$ cat src/rtl/lcd_pkg.sv
// lcd_pkg: shared definitions for the LCD write-bus receiver.
//   - command codes of the 8080-style panel protocol
//   - receiver FSM state encoding
//   - default panel size and the helper that derives the default window ends
package lcd_pkg;

  localparam logic [7:0] CMD_NOP     = 8'h00;
  localparam logic [7:0] CMD_SWRESET = 8'h01;
  localparam logic [7:0] CMD_SLPIN   = 8'h10;
  localparam logic [7:0] CMD_SLPOUT  = 8'h11;
  localparam logic [7:0] CMD_DISPOFF = 8'h28;
  localparam logic [7:0] CMD_DISPON  = 8'h29;
  localparam logic [7:0] CMD_CASET   = 8'h2A;
  localparam logic [7:0] CMD_PASET   = 8'h2B;
  localparam logic [7:0] CMD_RAMWR   = 8'h2C;

  localparam int DEF_WIDTH  = 240;
  localparam int DEF_HEIGHT = 320;

  // Every window starts at 0 after reset / SWRESET.
  localparam logic [15:0] WIN_FIRST = 16'd0;

  typedef enum logic [2:0] {
    ST_IDLE,
    ST_CASET_ARG,
    ST_PASET_ARG,
    ST_RAMWR_HI,
    ST_RAMWR_LO,
    ST_DISCARD
  } state_t;

  // Last valid index of a panel dimension (default window end).
  function automatic logic [15:0] win_last(input int unsigned extent);
    return 16'(extent - 1);
  endfunction

endpackage

$ cat src/rtl/bus_sync_edge.sv
// bus_sync_edge: STAGES-deep synchronizer for the {wr, dcx, D} bus plus a
// registered rising-edge strobe for wr. The byte and dcx outputs are captured
// on the same clock as the strobe so they are aligned with it.
// Ports:
//   clk, nrst      clock, asynchronous active-low reset
//   wr_in, dcx_in  raw bus strobe / data-command select
//   d_in[7:0]      raw bus byte
//   stb            one-clk pulse per wr rising edge
//   dcx, d[7:0]    byte qualifiers valid with stb
module bus_sync_edge #(
  parameter int STAGES = 2
) (
  input  logic       clk,
  input  logic       nrst,
  input  logic       wr_in,
  input  logic       dcx_in,
  input  logic [7:0] d_in,
  output logic       stb,
  output logic       dcx,
  output logic [7:0] d
);

  // Bundle layout: [9] wr, [8] dcx, [7:0] D. wr resets high so leaving reset
  // with an idle (high) bus creates no false edge.
  localparam logic [9:0] SYNC_RST = 10'h200;

  logic [9:0] sync_reg [STAGES];
  logic       wr_prev_reg;

  generate
    for (genvar gi = 0; gi < STAGES; gi++) begin : g_stage
      if (gi == 0) begin : g_first
        always_ff @(posedge clk or negedge nrst) begin
          if (!nrst) sync_reg[gi] <= SYNC_RST;
          else       sync_reg[gi] <= {wr_in, dcx_in, d_in};
        end
      end else begin : g_next
        always_ff @(posedge clk or negedge nrst) begin
          if (!nrst) sync_reg[gi] <= SYNC_RST;
          else       sync_reg[gi] <= sync_reg[gi-1];
        end
      end
    end
  endgenerate

  always_ff @(posedge clk or negedge nrst) begin
    if (!nrst) begin
      wr_prev_reg <= 1'b1;
      stb         <= 1'b0;
      dcx         <= 1'b0;
      d           <= 8'h00;
    end else begin
      wr_prev_reg <= sync_reg[STAGES-1][9];
      stb         <= sync_reg[STAGES-1][9] & ~wr_prev_reg;
      dcx         <= sync_reg[STAGES-1][8];
      d           <= sync_reg[STAGES-1][7:0];
    end
  end

endmodule

$ cat src/rtl/lcd_bus_receiver.sv
// lcd_bus_receiver: panel-side model of the 8080 write bus. Decodes command
// and data bytes, keeps the column/page window, and assembles RGB565 pixels
// with coordinates.
// Ports:
//   clk, nrst                  clock, asynchronous active-low reset
//   wr, dcx, D[7:0]            raw write bus
//   cmd_valid, cmd_code[7:0]   command pulse / last command byte
//   pix_valid, pix_x, pix_y,
//   pix_data[15:0]             pixel pulse with coordinates and colour
//   frame_done                 pulse with the pixel at (EC, EP)
//   win_err                    pulse when CASET/PASET has start > end
//   disp_on, sleep_out         status levels
module lcd_bus_receiver
  import lcd_pkg::*;
#(
  parameter int WIDTH       = DEF_WIDTH,
  parameter int HEIGHT      = DEF_HEIGHT,
  parameter int SYNC_STAGES = 2
) (
  input  logic        clk,
  input  logic        nrst,
  input  logic        wr,
  input  logic        dcx,
  input  logic [7:0]  D,
  output logic        cmd_valid,
  output logic [7:0]  cmd_code,
  output logic        pix_valid,
  output logic [15:0] pix_x,
  output logic [15:0] pix_y,
  output logic [15:0] pix_data,
  output logic        frame_done,
  output logic        win_err,
  output logic        disp_on,
  output logic        sleep_out
);

  localparam logic [15:0] DEF_EC = win_last(WIDTH);
  localparam logic [15:0] DEF_EP = win_last(HEIGHT);

  logic       sync_stb, sync_dcx;
  logic [7:0] sync_d;

  bus_sync_edge #(.STAGES(SYNC_STAGES)) u_sync (
    .clk    (clk),
    .nrst   (nrst),
    .wr_in  (wr),
    .dcx_in (dcx),
    .d_in   (D),
    .stb    (sync_stb),
    .dcx    (sync_dcx),
    .d      (sync_d)
  );

  // Input capture stage between the synchronizer and the decoder; it sets the
  // strobe-to-output latency at SYNC_STAGES+2 clocks.
  logic       in_stb_reg, in_dcx_reg;
  logic [7:0] in_byte_reg;

  always_ff @(posedge clk or negedge nrst) begin
    if (!nrst) begin
      in_stb_reg  <= 1'b0;
      in_dcx_reg  <= 1'b0;
      in_byte_reg <= 8'h00;
    end else begin
      in_stb_reg  <= sync_stb;
      in_dcx_reg  <= sync_dcx;
      in_byte_reg <= sync_d;
    end
  end

  state_t      state_reg, state_next;
  logic [1:0]  arg_cnt_reg, arg_cnt_next;
  logic [23:0] arg_buf_reg, arg_buf_next;   // start hi, start lo, end hi
  logic [15:0] sc_reg, sc_next, ec_reg, ec_next;
  logic [15:0] sp_reg, sp_next, ep_reg, ep_next;
  logic [15:0] x_reg, x_next, y_reg, y_next;
  logic [7:0]  hi_reg, hi_next;
  logic        cmd_valid_next, pix_valid_next, frame_done_next, win_err_next;
  logic        disp_on_next, sleep_out_next;
  logic [7:0]  cmd_code_next;
  logic [15:0] pix_x_next, pix_y_next, pix_data_next;
  logic [15:0] arg_start, arg_end;

  assign arg_start = arg_buf_reg[23:8];
  assign arg_end   = {arg_buf_reg[7:0], in_byte_reg};

  always_ff @(posedge clk or negedge nrst) begin
    if (!nrst) begin
      state_reg   <= ST_IDLE;
      arg_cnt_reg <= 2'd0;
      arg_buf_reg <= 24'h0;
      sc_reg      <= WIN_FIRST;
      ec_reg      <= DEF_EC;
      sp_reg      <= WIN_FIRST;
      ep_reg      <= DEF_EP;
      x_reg       <= 16'h0;
      y_reg       <= 16'h0;
      hi_reg      <= 8'h00;
      cmd_valid   <= 1'b0;
      cmd_code    <= 8'h00;
      pix_valid   <= 1'b0;
      pix_x       <= 16'h0;
      pix_y       <= 16'h0;
      pix_data    <= 16'h0;
      frame_done  <= 1'b0;
      win_err     <= 1'b0;
      disp_on     <= 1'b0;
      sleep_out   <= 1'b0;
    end else begin
      state_reg   <= state_next;
      arg_cnt_reg <= arg_cnt_next;
      arg_buf_reg <= arg_buf_next;
      sc_reg      <= sc_next;
      ec_reg      <= ec_next;
      sp_reg      <= sp_next;
      ep_reg      <= ep_next;
      x_reg       <= x_next;
      y_reg       <= y_next;
      hi_reg      <= hi_next;
      cmd_valid   <= cmd_valid_next;
      cmd_code    <= cmd_code_next;
      pix_valid   <= pix_valid_next;
      pix_x       <= pix_x_next;
      pix_y       <= pix_y_next;
      pix_data    <= pix_data_next;
      frame_done  <= frame_done_next;
      win_err     <= win_err_next;
      disp_on     <= disp_on_next;
      sleep_out   <= sleep_out_next;
    end
  end

  always_comb begin
    state_next      = state_reg;
    arg_cnt_next    = arg_cnt_reg;
    arg_buf_next    = arg_buf_reg;
    sc_next         = sc_reg;
    ec_next         = ec_reg;
    sp_next         = sp_reg;
    ep_next         = ep_reg;
    x_next          = x_reg;
    y_next          = y_reg;
    hi_next         = hi_reg;
    cmd_valid_next  = 1'b0;
    cmd_code_next   = cmd_code;
    pix_valid_next  = 1'b0;
    pix_x_next      = pix_x;
    pix_y_next      = pix_y;
    pix_data_next   = pix_data;
    frame_done_next = 1'b0;
    win_err_next    = 1'b0;
    disp_on_next    = disp_on;
    sleep_out_next  = sleep_out;

    if (in_stb_reg && !in_dcx_reg) begin
      // A command always aborts whatever was in progress, including a
      // half-received pixel or window argument list.
      cmd_valid_next = 1'b1;
      cmd_code_next  = in_byte_reg;
      state_next     = ST_IDLE;
      case (in_byte_reg)
        CMD_SWRESET: begin
          sc_next        = WIN_FIRST;
          ec_next        = DEF_EC;
          sp_next        = WIN_FIRST;
          ep_next        = DEF_EP;
          disp_on_next   = 1'b0;
          sleep_out_next = 1'b0;
        end
        CMD_NOP:     ;
        CMD_SLPIN:   sleep_out_next = 1'b0;
        CMD_SLPOUT:  sleep_out_next = 1'b1;
        CMD_DISPOFF: disp_on_next   = 1'b0;
        CMD_DISPON:  disp_on_next   = 1'b1;
        CMD_CASET: begin
          state_next   = ST_CASET_ARG;
          arg_cnt_next = 2'd0;
        end
        CMD_PASET: begin
          state_next   = ST_PASET_ARG;
          arg_cnt_next = 2'd0;
        end
        CMD_RAMWR: begin
          state_next = ST_RAMWR_HI;
          x_next     = sc_reg;
          y_next     = sp_reg;
        end
        default:     state_next = ST_DISCARD;
      endcase
    end else if (in_stb_reg) begin
      case (state_reg)
        ST_CASET_ARG, ST_PASET_ARG: begin
          if (arg_cnt_reg != 2'd3) begin
            arg_buf_next = {arg_buf_reg[15:0], in_byte_reg};
            arg_cnt_next = arg_cnt_reg + 2'd1;
          end else begin
            if (arg_start > arg_end) begin
              win_err_next = 1'b1;
            end else if (state_reg == ST_CASET_ARG) begin
              sc_next = arg_start;
              ec_next = arg_end;
            end else begin
              sp_next = arg_start;
              ep_next = arg_end;
            end
            state_next = ST_DISCARD;
          end
        end
        ST_RAMWR_HI: begin
          hi_next    = in_byte_reg;
          state_next = ST_RAMWR_LO;
        end
        ST_RAMWR_LO: begin
          pix_valid_next = 1'b1;
          pix_x_next     = x_reg;
          pix_y_next     = y_reg;
          pix_data_next  = {hi_reg, in_byte_reg};
          state_next     = ST_RAMWR_HI;
          if (x_reg == ec_reg) begin
            x_next = sc_reg;
            if (y_reg == ep_reg) begin
              y_next          = sp_reg;
              frame_done_next = 1'b1;
            end else begin
              y_next = y_reg + 16'd1;
            end
          end else begin
            x_next = x_reg + 16'd1;
          end
        end
        default: ;
      endcase
    end
  end

endmodule

$ cat config.mk
export PLATFORM = sky130hd
export DESIGN_NAME = lcd_bus_receiver
export DESIGN_NICKNAME = d
export VERILOG_FILES = /design/src/rtl/lcd_pkg.sv /design/src/rtl/bus_sync_edge.sv /design/src/rtl/lcd_bus_receiver.sv
export SDC_FILE = /design/constraint.sdc
export NUM_CORES = 1
export LEC_CHECK = 0
export BUFFER_PORTS_ARGS = -buffer_cell sky130_fd_sc_hd__buf_4
export CAP_MARGIN = 20
export CORE_MARGIN = 2
export CORE_UTILIZATION = 55
export CTS_BUF_LIST = sky130_fd_sc_hd__clkbuf_16
export CTS_CLUSTER_DIAMETER = 80
export DETAILED_ROUTE_END_ITERATION = 8
export GPL_TIMING_DRIVEN = 0
export PLACE_DENSITY = 0.77
export REMOVE_ABC_BUFFERS = 1
export SETUP_SLACK_MARGIN = 0.05
export SLEW_MARGIN = 10
export SYNTH_ARGS = -nofsm -noshare
export SYNTH_HDL_FRONTEND = slang
export SYNTH_SLANG_ARGS = --single-unit
$ cat constraint.sdc
create_clock -name clk -period 3.3 [get_ports clk]
set_input_delay 0.165 -clock clk [delete_from_list [all_inputs] [get_ports clk]]
set_output_delay 0.165 -clock clk [all_outputs]
set_load 0.05 [all_outputs]
==> reports/metrics.yaml <==
core_area_um2: 20100
leakage_nw: 5.980
fmax_ghz: 0.3288
combPwrFrac_pct: 26.4
grt_pass1_wl_um: 44580
critical_path.slowest_cell: "dfrtp_1"
post_synth.cell_area_avg_um2: 10.34
timing.final.crit_share_pct: 92.17
seq_area_um2: 5927
cts_buffer_depth: 3
finalSetupViolCount: 0
critPathKind: "flop to flop"
drive_above_1_share_pct: 21.24
track_usage_pct: 25.83
end_kind: "flop"
reg2reg_from: "in_byte_reg[6]"
die_width_um: 146.5
start_util_pct: 55.52
synth_top_area_share_pct: 49.10
vias: 8601
period_minus_slack_ns: 3.042
finalSetupTns_ns: 0
rows: 52
yosysSeqAreaShare_pct: 53.10
avgViaCountPerCell: 6.061
critPathMaxStageDelay_ns: 0.56
outcome: "finished, final reports clean"
yosys_warnings: 0
clock_power_share_pct: 29.5
p_int_mw: 5.569
peakVddDrop_uv: 548.8
dp_hpwl_um: 17690
crit_required_ns: 3.68
setup.worst_path.start: "in_byte_reg[6]"
antenna_found_initial: 0
cp-start-kind: "flop"
cts_tree: "done"
clk_pin_slew_ns: 0.06
die_area_um2: 21450
place_worst_setup_slack_ns: -0.8106
num_io_pins: 74
reg2reg_slack_ns: 0.26
remaining_drc_errors: 0
synthCells: 1080
rsz0062_at_grt: "false"
syn_to_final_growth_pct: 14.90
hold_violations: 0
slew_violations: 0
place_congestion: 0.9068
drt-pass1-iter-count: 5
fin_nets: 1162
synthDistinctLibCells: 56
endpoint: "sp_reg[4]"
sequentialPowerShare_pct: 44.0
p_per_area_nw_per_um2: 679.3
worst_hold_path_type: "input pin to async pin"
wl_um: 27680
antenna_cells: 0
setup_ws_ns: 0.2583
crit_fanout: 30
switchingPower_mw: 3.143
multi_input_area_um2: 4825
first_global_vias: 8260
insertion_delay_ns: 0.52
ys_ff_latch: 236
crit_path_cell_trace: "inv_1 -> ha_1 -> nand4_1 -> nor2_1 -> nand2_4 -> a21boi_4 -> nor2_4 -> buf_8 -> o211ai_1"
numPortBuffers: 73
max-cap-violations: 0
netlist.top_cell.by_area: "dfrtp_1"
fillers: 1574
antenna_left: 0
r2r_end: "sp_reg[4]"
clock-skew-final_ns: 0.01504
grt_overflow: 0
first_iter_violations: 925
wl_per_cell_um: 19.51
synthTopCellsByArea: "dfrtp_1, mux2_2, dfstp_2"
switching_share_pct: 36.08
power.total_mw: 8.712
largest_reg_flops: 24
slew_headroom_pct: 31.65
r2r.worst_path.cells: 9
htree_num_levels: 1
cts-root-buf: "clkbuf_16"
syn_area_um2: 11160
arrival_ns: 3.42
cts_num_sinks: 236
fp.dieH_um: 146.5
cts_made_buffers: 24
grt_max_degree: 114
worst_slew_pin_slew_ns: 1.022
-- cell type report --
| class | instances | area share (%) |
|---|---|---|
| Clock buffer | 25 | 4.878 |
| Clock inverter | 19 | 0.8683 |
| Inverter | 25 | 0.7317 |
| Multi-Input combinational cell | 746 | 37.62 |
| Sequential cell | 236 | 46.21 |
| Tap cell | 270 | 2.634 |
| Timing Repair Buffer | 98 | 7.054 |
-- cell usage in the layout (no fill, tap or decap), types with 6 or more instances in the layout --
master / n
dfrtp_1: 219
buf_4: 74
o211ai_1: 26
ha_1: 19
clkinv_1: 6
a211oi_1: 10
o22ai_1: 8
and3_1: 34
a21o_1: 24
nor4_1: 12
nor2_1: 62
a21oi_2: 7
dlygate4sd3_1: 11
mux2_2: 72
xor2_1: 32
dfstp_2: 17
a311oi_1: 7
clkbuf_16: 25
inv_1: 27
nand3_1: 57
clkinv_2: 8
nor3_1: 13
o21ai_0: 70
or3_1: 19
nand2_1: 115
a21oi_1: 72
nand2b_1: 6
nand4_1: 24
-- worst max-delay path, delay by kind of cell, from the launching register on --
kind,cells,cell delay (ns)
and+or+nand+nor,4,1.13
AOI/OAI and AO/OA,2,0.45
DFF,1,0.56
adders and majority gates,1,0.34
buffers and inverters,2,0.42
-- through the flow --
step | instance area [µm²] | std cells | hold WS [ns] | util, %
floorplan | 10770 | 1006 | -0.1306 | -
global placement | 11660 | 1349 | 0.2740 | 57.98
detailed placement | 11850 | 1359 | 0.04258 | 58.96
CTS | 12740 | 1415 | 0.09656 | 63.37
global route | 12820 | 1419 | 0.1015 | 63.79
finish | 12820 | 1419 | 0.09764 | 63.79
-- worst min-delay path by stage --
stage / startpoint / endpoint / slack [ns] / depth (start not counted)
final: nrst / pix_x[9] / 0.1 / 2
after global routing: nrst / pix_x[9] / 0.10 / 2
after CTS: nrst / pix_x[9] / 0.1 / 2
after detailed placement: nrst / pix_x[9] / 0.04 / 1
after global placement: D[3] / u_sync.sync_reg[13] / 0.27 / 1
after floorplan: nrst / arg_buf_reg[0] / -0.13 / 0
-- power by group through the flow --
| stage | registers (mW) | clock network [mW] | logic, mW |
|---|---|---|---|
| after floorplan | 4.20 | 0 | 0.989 |
| after global placement | 3.86 | 0 | 2.06 |
| after detailed placement | 3.87 | 0 | 2.14 |
| after CTS | 3.83 | 2.61 | 2.23 |
| after global routing | 3.91 | 2.75 | 2.49 |
| final | 3.84 | 2.57 | 2.30 |
-- routing by layer --
metal	share of wire (%)	GRT usage, %	wire [µm]	up-vias
li1	-	-	-	3962
met1	42	35.53	11530	4217
met2	48	41.27	13170	360
met3	7.9	5.656	2191	62
met4	2.9	8.350	792	0
met5	0	0	0	-
-- cell usage after synthesis (all sizes together) --
cell type and instances:
a211oi 10, a21boi 6, a21o 24, a21oi 79
a221o 2, a22o 1, a2bb2oi 2, a311oi 7
a31o 2, a31oi 1, a32o 1, a32oi 1
and2 6, and3 34, and4 2, buf 34
clkbuf 40, clkinv 1, dfrtp 219, dfstp 17
ha 19, inv 24, mux2 72, mux2i 2
nand2 116, nand2b 7, nand3 57, nand4 25
nor2 65, nor2b 3, nor3 16, nor4 12
o211ai 30, o21a 2, o21ai 72, o22a 1
o22ai 8, o31ai 2, o32ai 5, or2 2
or3 19, xor2 32
-- cells by family after synthesis --
family	Yosys count	share of synthesized area (%)
XOR/XNOR	32	2.511
flip-flops	236	53.10
multiplexers	74	7.443
adder cells (fa/ha/maj)	19	2.130
AND/OR/NAND/NOR	364	15.95
buffers and inverters	99	4.349
AO/OA/AOI/OAI	256	14.52
-- what timing repair did --
action                     CTS  global route
buffers inserted             0             3
gates cloned                 1             0
gates resized for setup      6             5
setup endpoints to repair   62            62
pin swaps                    1             2
hold endpoints to repair   229             0
hold buffers                11             0
(Power assumes the default switching activity.)
